### src/rtl/flappy_pkg.sv
//==============================================================================
// Module  : flappy_pkg
// Brief   : Shared state encoding and default sizing for the flappy sequencer.
// Rev     : 1.0  initial release
//==============================================================================
`default_nettype none

package flappy_pkg;

    localparam int c_score_w        = 10;
    localparam int c_death_frames   = 30;
    localparam int c_holdoff_frames = 60;
    localparam int c_score_max      = 999;

    typedef enum logic [1:0] {
        ST_IDLE      = 2'd0,
        ST_PLAYING   = 2'd1,
        ST_DYING     = 2'd2,
        ST_GAME_OVER = 2'd3
    } state_t;

endpackage

`default_nettype wire

### src/rtl/flappy_game_ctrl_btn_rise_detect.sv
//==============================================================================
// Module  : btn_rise_detect
// Brief   : Rising-edge detector; history resets high so a held button is no press.
// Rev     : 1.0  initial release
//==============================================================================
`default_nettype none

module btn_rise_detect (
    input  logic clk,
    input  logic reset,
    input  logic btn,
    output logic press
);

    logic r_btn_prev;

    always_ff @(posedge clk) begin
        if (reset) begin
            r_btn_prev <= 1'b1;
        end else begin
            r_btn_prev <= btn;
        end
    end

    assign press = btn & ~r_btn_prev;

endmodule

`default_nettype wire

### src/rtl/flappy_game_ctrl.sv
//==============================================================================
// Module  : flappy_game_ctrl
// Brief   : IDLE/PLAYING/DYING/GAME_OVER sequencer with score tracking.
//           Define FLAPPY_HISCORE_EN to keep a high score across games.
// Rev     : 1.0  initial release
//==============================================================================
`default_nettype none

module flappy_game_ctrl
    import flappy_pkg::*;
#(
    parameter int DEATH_FRAMES   = c_death_frames,
    parameter int HOLDOFF_FRAMES = c_holdoff_frames,
    parameter int SCORE_W        = c_score_w,
    parameter int SCORE_MAX      = c_score_max
) (
    input  logic               clk,
    input  logic               reset,
    input  logic               frame_tick,
    input  logic               btn_flap,
    input  logic               pipe_collision,
    input  logic               floor_hit,
    input  logic               pipe_passed,
    output logic               pipe_enable,
    output logic               pipe_reset,
    output logic               bird_enable,
    output logic               flap,
    output logic [1:0]         state,
    output logic [SCORE_W-1:0] score,
    output logic [SCORE_W-1:0] high_score
);

    state_t             r_state, w_state_nxt;
    logic [7:0]         r_frame_cnt, w_frame_cnt_nxt;
    logic [SCORE_W-1:0] r_score, w_score_nxt;
    logic               r_flap, w_flap_nxt;
    logic               r_pipe_reset, w_pipe_reset_nxt;
    logic               r_pipe_enable, r_bird_enable;
    logic               w_press, w_hit;

    btn_rise_detect u_btn_rise_detect (
        .clk   (clk),
        .reset (reset),
        .btn   (btn_flap),
        .press (w_press)
    );

    assign w_hit = pipe_collision | floor_hit;

    always_comb begin
        w_state_nxt      = r_state;
        w_frame_cnt_nxt  = r_frame_cnt;
        w_score_nxt      = r_score;
        w_flap_nxt       = 1'b0;
        w_pipe_reset_nxt = 1'b0;
        case (r_state)
            ST_IDLE: begin
                if (w_press) begin
                    w_state_nxt = ST_PLAYING;
                    w_score_nxt = '0;
                    w_flap_nxt  = 1'b1;
                end
            end
            ST_PLAYING: begin
                // A hit outranks both a flap and a pipe pass in the same cycle.
                if (w_hit) begin
                    w_state_nxt     = ST_DYING;
                    w_frame_cnt_nxt = 8'(DEATH_FRAMES);
                end else begin
                    w_flap_nxt = w_press;
                    if (pipe_passed && (r_score != SCORE_W'(SCORE_MAX))) begin
                        w_score_nxt = r_score + 1'b1;
                    end
                end
            end
            ST_DYING: begin
                if (frame_tick) begin
                    if (r_frame_cnt <= 8'd1) begin
                        w_state_nxt     = ST_GAME_OVER;
                        w_frame_cnt_nxt = 8'(HOLDOFF_FRAMES);
                    end else begin
                        w_frame_cnt_nxt = r_frame_cnt - 8'd1;
                    end
                end
            end
            default: begin
                if (w_press && (r_frame_cnt == 8'd0)) begin
                    w_state_nxt      = ST_IDLE;
                    w_pipe_reset_nxt = 1'b1;
                end else if (frame_tick && (r_frame_cnt != 8'd0)) begin
                    w_frame_cnt_nxt = r_frame_cnt - 8'd1;
                end
            end
        endcase
    end

    always_ff @(posedge clk) begin
        if (reset) begin
            r_state       <= ST_IDLE;
            r_frame_cnt   <= '0;
            r_score       <= '0;
            r_flap        <= 1'b0;
            r_pipe_reset  <= 1'b1;
            r_pipe_enable <= 1'b0;
            r_bird_enable <= 1'b0;
        end else begin
            r_state       <= w_state_nxt;
            r_frame_cnt   <= w_frame_cnt_nxt;
            r_score       <= w_score_nxt;
            r_flap        <= w_flap_nxt;
            r_pipe_reset  <= w_pipe_reset_nxt;
            r_pipe_enable <= (w_state_nxt == ST_PLAYING);
            r_bird_enable <= (w_state_nxt == ST_PLAYING) || (w_state_nxt == ST_DYING);
        end
    end

`ifdef FLAPPY_HISCORE_EN
    logic [SCORE_W-1:0] r_high_score;
    logic               w_game_end;

    assign w_game_end = (r_state == ST_DYING) && (w_state_nxt == ST_GAME_OVER);

    always_ff @(posedge clk) begin
        if (reset) begin
            r_high_score <= '0;
        end else if (w_game_end && (r_score > r_high_score)) begin
            r_high_score <= r_score;
        end
    end

    assign high_score = r_high_score;
`else
    assign high_score = '0;
`endif

    assign state       = r_state;
    assign score       = r_score;
    assign flap        = r_flap;
    assign pipe_reset  = r_pipe_reset;
    assign pipe_enable = r_pipe_enable;
    assign bird_enable = r_bird_enable;

endmodule

`default_nettype wire

### config.mk
export PLATFORM = sky130hd
export DESIGN_NAME = flappy_game_ctrl
export DESIGN_NICKNAME = d
export VERILOG_FILES = /design/src/rtl/flappy_pkg.sv /design/src/rtl/flappy_game_ctrl_btn_rise_detect.sv /design/src/rtl/flappy_game_ctrl.sv
export SDC_FILE = /design/constraint.sdc
export NUM_CORES = 1
export LEC_CHECK = 0
export ABC_AREA = 1
export BUFFER_PORTS_ARGS = -buffer_cell sky130_fd_sc_hd__buf_2
export CORE_ASPECT_RATIO = 1.25
export CORE_MARGIN = 2
export CORE_UTILIZATION = 59
export CTS_CLUSTER_DIAMETER = 150
export DETAILED_ROUTE_END_ITERATION = 12
export MAX_ROUTING_LAYER = met4
export PLACE_DENSITY = 0.86
export SETUP_SLACK_MARGIN = 0.1
export SLEW_MARGIN = 25
export SYNTH_ARGS = -nofsm -noshare
export SYNTH_HDL_FRONTEND = slang
export SYNTH_HIERARCHICAL = 1
export SYNTH_SLANG_ARGS = --single-unit
export TNS_END_PERCENT = 10
### constraint.sdc
create_clock -name clk -period 3 [get_ports clk]
set_input_delay 0 -clock clk [delete_from_list [all_inputs] [get_ports clk]]
set_output_delay 0 -clock clk [all_outputs]
set_load 0.05 [all_outputs]
Yosys cells after proc, flatten, opt, wreduce, memory -nomap -nowiden
Index checks and enable logic that the tools add are counted.

Multiplexer cells: 21. Bitwise logic cells: 4. $add $sub $neg: 2. Reductions and logical operators: 12. Eq/ne operators: 11. Magnitude comparators: 1.

Operators by type and width (count): 8-bit 2-to-1 mux (5); 10-bit 2-to-1 mux (3); 8-bit case mux with 3 select lines (1); 10-bit case mux with 2 select lines (1); 10-bit by 1-bit adder with 10-bit output (second input constant) (1); 2-bit 2-to-1 mux (5); 10-bit inequality test (second input constant) (1); 2-bit inequality test (second input constant) (5); 8-bit by 1-bit less-or-equal comparator with 1-bit output (second input constant) (1); 8-bit zero test (1); 8-bit nonzero test (1); 8-bit by 1-bit subtractor with 8-bit output (second input constant) (1); 2-bit case mux with 3 select lines (1); 5-bit AND reduction (1); 2-bit by 1-bit == test with 1-bit output (second input constant) (2); 2-bit == test (second input constant) (2); 1-bit 2-to-1 mux (4); 4-bit AND reduction (1); 1-bit logical AND (3); 3-bit by 1-bit inequality test with 1-bit output (second input constant) (1); 3-bit nonzero test (1); 3-bit OR reduction (1); 2-bit zero test (1); 1-bit inverter (2); other kinds (5) (5).

Bits in registers: 25. Bits of input ports: 7. Output and inout port bits: 26.

Logic depth before layout (Yosys ltp)
Depth after elaboration: 7. Mapped depth: 12. Mapped depth without buffers: 11.

Modules after synthesis
Netlist, hierarchy kept.

Modules (own cells, without submodules): flappy_game_ctrl (cells each 254, times used 1, seq. area each 480.5 um2, area an instance 1632.8 um2); btn_rise_detect (cells each 5, times used 1, seq. area each 20.0 um2, area an instance 37.5 um2).

Worst setup path before layout
OpenSTA, ideal clock, no wires.

Path type: register -> register. Start: reg r_state[1], in the netlist state[1]. End: reg r_bird_enable, in the netlist bird_enable. Arrival time: 1.993 ns. Slack: 0.881 ns. Data required time: 2.874 ns. Buffers on the path: 1. Cell stages (with the launch flop): 12. Path through: dfxtp_1 > inv_1 > ha_1 > inv_1 > buf_6 > o21bai_1 > inv_1 > nand2_1 > nand3_1 > nand2_1 > ha_1 > nor2_1.

Cells in the longest elaborated chain, start to end: 5. Elaborated cells on any way between the ends: 12. Classes of those cells: 4 x eq/ne; 6 x mux; 2 x reduce/logical.

RTL lines: start, declared (RTL line flappy_game_ctrl.sv:33) `state_t r_state, w_state_nxt;`; start signal, assigned (RTL line flappy_game_ctrl.sv:107) `r_state <= w_state_nxt;`; 2-bit 2-to-1 mux (RTL line flappy_game_ctrl.sv:78) `if (r_frame_cnt <= 8'd1) begin`; 2-bit 2-to-1 mux (RTL line flappy_game_ctrl.sv:77) `if (frame_tick) begin`; 2-bit case mux with 3 select lines * (RTL line flappy_game_ctrl.sv:56) `case (r_state)`; 2-bit by 1-bit == test with 1-bit output or 2-bit == test (tied branches) (RTL line flappy_game_ctrl.sv:113) `r_bird_enable <= (w_state_nxt == ST_PLAYING) || (w_state_nxt == ST_DYING);`; 1-bit logical OR * (RTL line flappy_game_ctrl.sv:113); end signal, assigned (RTL line flappy_game_ctrl.sv:113); end, declared (RTL line flappy_game_ctrl.sv:38) `logic r_pipe_enable, r_bird_enable;`.

Every way passes the cells marked *; elsewhere a longest branch is shown, timed or not. A chain may end at the register's enable or synchronous reset.

Final worst setup path
Start: reg r_state[1], in the netlist state[1]. End: reg r_frame_cnt[1].

Cells in the longest elaborated chain, start to end: 3. Elaborated cells on any way between the ends: 10. Classes of those cells: 5 x eq/ne; 1 x mux; 1 x bitwise; 3 x reduce/logical.

RTL lines: 2-bit == test (tied with other cells) (RTL line flappy_game_ctrl.sv:56); 3-bit by 1-bit inequality test with 1-bit output (no source line) (tied with other cells); 5-bit AND reduction (no source line); end signal, assigned (RTL line flappy_game_ctrl.sv:108) `r_frame_cnt <= w_frame_cnt_nxt;`; end, declared (RTL line flappy_game_ctrl.sv:34) `logic [7:0] r_frame_cnt, w_frame_cnt_nxt;`.

Several ways; a longest one is shown, not always the timed one.

==> impl_metrics.tcl <==
set metrics [dict create \
    power_frac_comb 0.612 \
    hold_depth 6 \
    die_area_um2 3280 \
    setup_tns_ps 0 \
    grt_pass1_vias 1434 \
    p_int_uw 796 \
    hp-start "floor_hit" \
    clock_sink_count 25 \
    synth_area_um2 1670 \
    diodes 0 \
    power_switching_uw 890 \
    slew_viol_final 0 \
    cp-start-kind "flop" \
    critPathArrivalTime_ps 2330 \
    grt_pass1_wl_um 5790 \
    yosysSeqAreaShare 0.300 \
    start_util 0.623 \
    insertion_delay_ps 330 \
    syn_avg_cell_area_um2 6.45 \
    yosysWarnings 6 \
    cts_tree "built" \
    root_buffer "clkbuf_4" \
    ant_nets 0 \
    r2r-end "r_frame_cnt[1]" \
    grt.total_usage 0.229 \
    io_pins 33 \
    vdd_drop_max_mv 0.750 \
    fp.dieW_um 51.6 \
    cts_buffers 3 \
    cp-end-kind "flop" \
    setup_viol 0 \
    die_h_um 63.5 \
    rr_startpoint "state[1]" \
    power_density_nw_per_um2 930 \
    rrSetupSlack_ps 940 \
    grt_max_degree 16 \
    ff2ff_path_depth 9 \
    post_drt_wl_per_cell_um 10.8 \
    drcViolationCount 0 \
    critPathMaxFanout 11 \
    hold_end "flap" \
    clkSlewWorstSetupHoldPaths_ps 150 \
    drive_gt1_frac 0.138 \
    finalCriticalPeriod_ps 2060 \
    layout_worst_path_cycle_share 0.688 \
    cts_buffer_depth 2 \
    htreeDepth 1 \
    synth_seq_cells 25 \
    hold_viol 0 \
    viasPerCell 5.05 \
    syn_inst 259 \
    num_rows 21 \
    antenna_found_initial 0 \
    firstDrtPassIters 4 \
    power.share.clock 0.095 \
    grt_overflow_total 0 \
    place.gp.congestion 0.924 \
    first_iter_violations 53 \
    core-area_um2 2680 \
    syn2layout_area_growth_pct 8.54 \
    numPortBuffers 22 \
    place_hpwl_um 2560 \
    hold_ws_ps 85.1 \
    finClkSkew_ps 13.2 \
    clock.fmax_ghz 0.484 \
    postCtsSetupRepairBufs 0 \
    nNetsFinal 299 \
    p_sw_frac 0.528 \
    hp-class "in2reg" \
    num_vias 1602 \
    wirelength_um 3440 \
    rsz0062_at_grt "no" \
    cp_data_required_time_ps 3270 \
    cts_resized 0 \
    yosysUniqueCellTypes 30 \
    status "finished clean" \
    power_frac_seq 0.293 \
    crit_type "reg2reg" \
    p_leak_nw 0.859 \
    maxCapViolCount 0 \
]
==> kinds of logic (layout without fill, tap and decap cells) <==
logic type	Yosys count	in the layout	synth area share
xor+xnor	5	5	0.0262
compound gates	36	36	0.115
buf+inv	46	61	0.132
flops	25	25	0.300
simple gates	138	138	0.365
fa+ha+maj	8	8	0.0599
other cells	1	10	0.00225
==> layout by cell type, fill, tap and decap left out <==
cell type / count
o21a_1: 1
nor3b_1: 1
clkbuf_4: 3
nand3_1: 20
nand2_1: 57
dlygate4sd3_1: 2
nor2_4: 2
o21ai_0: 10
o22ai_1: 1
o211ai_1: 1
o21bai_1: 1
o2111ai_1: 1
buf_2: 22
nand2_2: 3
inv_1: 31
nand2_4: 2
a21oi_1: 19
conb_1: 10
nor2_1: 44
nor2_2: 3
o21ai_1: 2
xor2_1: 4
inv_4: 1
clkinvlp_4: 1
nand3_2: 1
nand4_1: 4
inv_2: 1
dfxtp_1: 25
xnor2_1: 1
ha_1: 8
nor3_1: 1
==> layout make-up <==
type / count / area (um2)
multi-input combinational: 197 / 983
inverter: 33 / 126
fill: 252 / 867
clock buffer: 3 / 22.5
clock inverter: 1 / 7.51
sequential: 25 / 500
timing repair buffer: 24 / 130
tap: 34 / 42.5
==> layer usage <==
metal | track usage | wire length [um] | vias up
met5 | - | 0 | -
met4 | 0.102 | 69 | 0
met3 | 0.0308 | 164 | 7
met2 | 0.401 | 1750 | 46
met1 | 0.251 | 1460 | 696
li1 | - | - | 853
==> worst max path at each step <==
stage | start | end | slack, ps | cells past startpoint
2_1_floorplan | state[1] | bird_enable | 880 | 11
3_3_place_gp | state[1] | bird_enable | 1100 | 10
3_5_place_dp | state[1] | r_frame_cnt[1] | 1040 | 9
4_1_cts | state[1] | r_frame_cnt[1] | 980 | 9
5_1_grt | state[1] | bird_enable | 730 | 10
6_report | state[1] | r_frame_cnt[1] | 940 | 9
==> critical path, cell delays in order, from the launching register on <==
cell     delay [ps]
dfxtp_1         470
inv_1           140
ha_1            290
inv_1           310
o22ai_1         140
nor2_1          230
nand2_4         140
inv_4           100
o21ai_1          60
nor2_1          110
==> state kept, by name (all words and copies together), names as in the netlist <==
signal	count
score	10
pipe_reset	1
pipe_enable	1
bird_enable	1
state	2
flap	1
r_frame_cnt	8
u_btn_rise_detect/r_btn_prev	1
==> what timing repair did <==
| item | 4_1_cts | 5_1_grt |
|---|---|---|
| endpoints found under the hold margin | 2 | 0 |
| hold buffers | 2 | 0 |
| endpoints found under the setup margin | 0 | 0 |
==> synthesized netlist by cell type <==
cell | number | area, um2
o21bai_1 | 1 | 7.51
nand2_1 | 57 | 214
o211ai_1 | 1 | 7.51
xnor2_1 | 1 | 8.76
xor2_1 | 4 | 35.0
buf_4 | 10 | 75.1
inv_2 | 1 | 3.75
nand2_4 | 2 | 22.5
o21ai_1 | 2 | 10.0
nand2_2 | 3 | 18.8
o21a_1 | 1 | 7.51
o22ai_1 | 1 | 6.26
inv_1 | 31 | 116
nor2_1 | 44 | 165
dfxtp_1 | 25 | 500
nand4_1 | 4 | 25.0
conb_1 | 1 | 3.75
nor3_1 | 1 | 5.00
o21ai_0 | 10 | 50.1
buf_6 | 1 | 11.3
ha_1 | 8 | 100
nand3_2 | 1 | 10.0
nand3_1 | 20 | 100
nor2_2 | 3 | 18.8
clkbuf_1 | 2 | 7.51
nor3b_1 | 1 | 7.51
nor2_4 | 2 | 22.5
a21oi_1 | 19 | 95.1
inv_4 | 1 | 6.26
o2111ai_1 | 1 | 8.76
==> power groups by stage <==
stage	Sequential, mW	Combinational (mW)	Clock (mW)
final	0.494	1.03	0.161
after global routing	0.505	1.17	0.174
after CTS	0.493	1.03	0.166
after detailed placement	0.501	1.02	0
after global placement	0.498	1.01	0
after floorplan	0.581	0.771	0
==> metrics by stage <==
step | total power, mW | cell area [um2] | util | worst slack, ps | std cells
floorplan | 1.35 | 1700 | - | 881 | 268
global placement | 1.51 | 1760 | 0.658 | 1100 | 311
detailed placement | 1.52 | 1760 | 0.658 | 1040 | 311
CTS | 1.69 | 1810 | 0.676 | 983 | 317
global route | 1.84 | 1810 | 0.676 | 726 | 317
finish | 1.69 | 1810 | 0.676 | 935 | 317
Power figures use the tool's default switching activity.
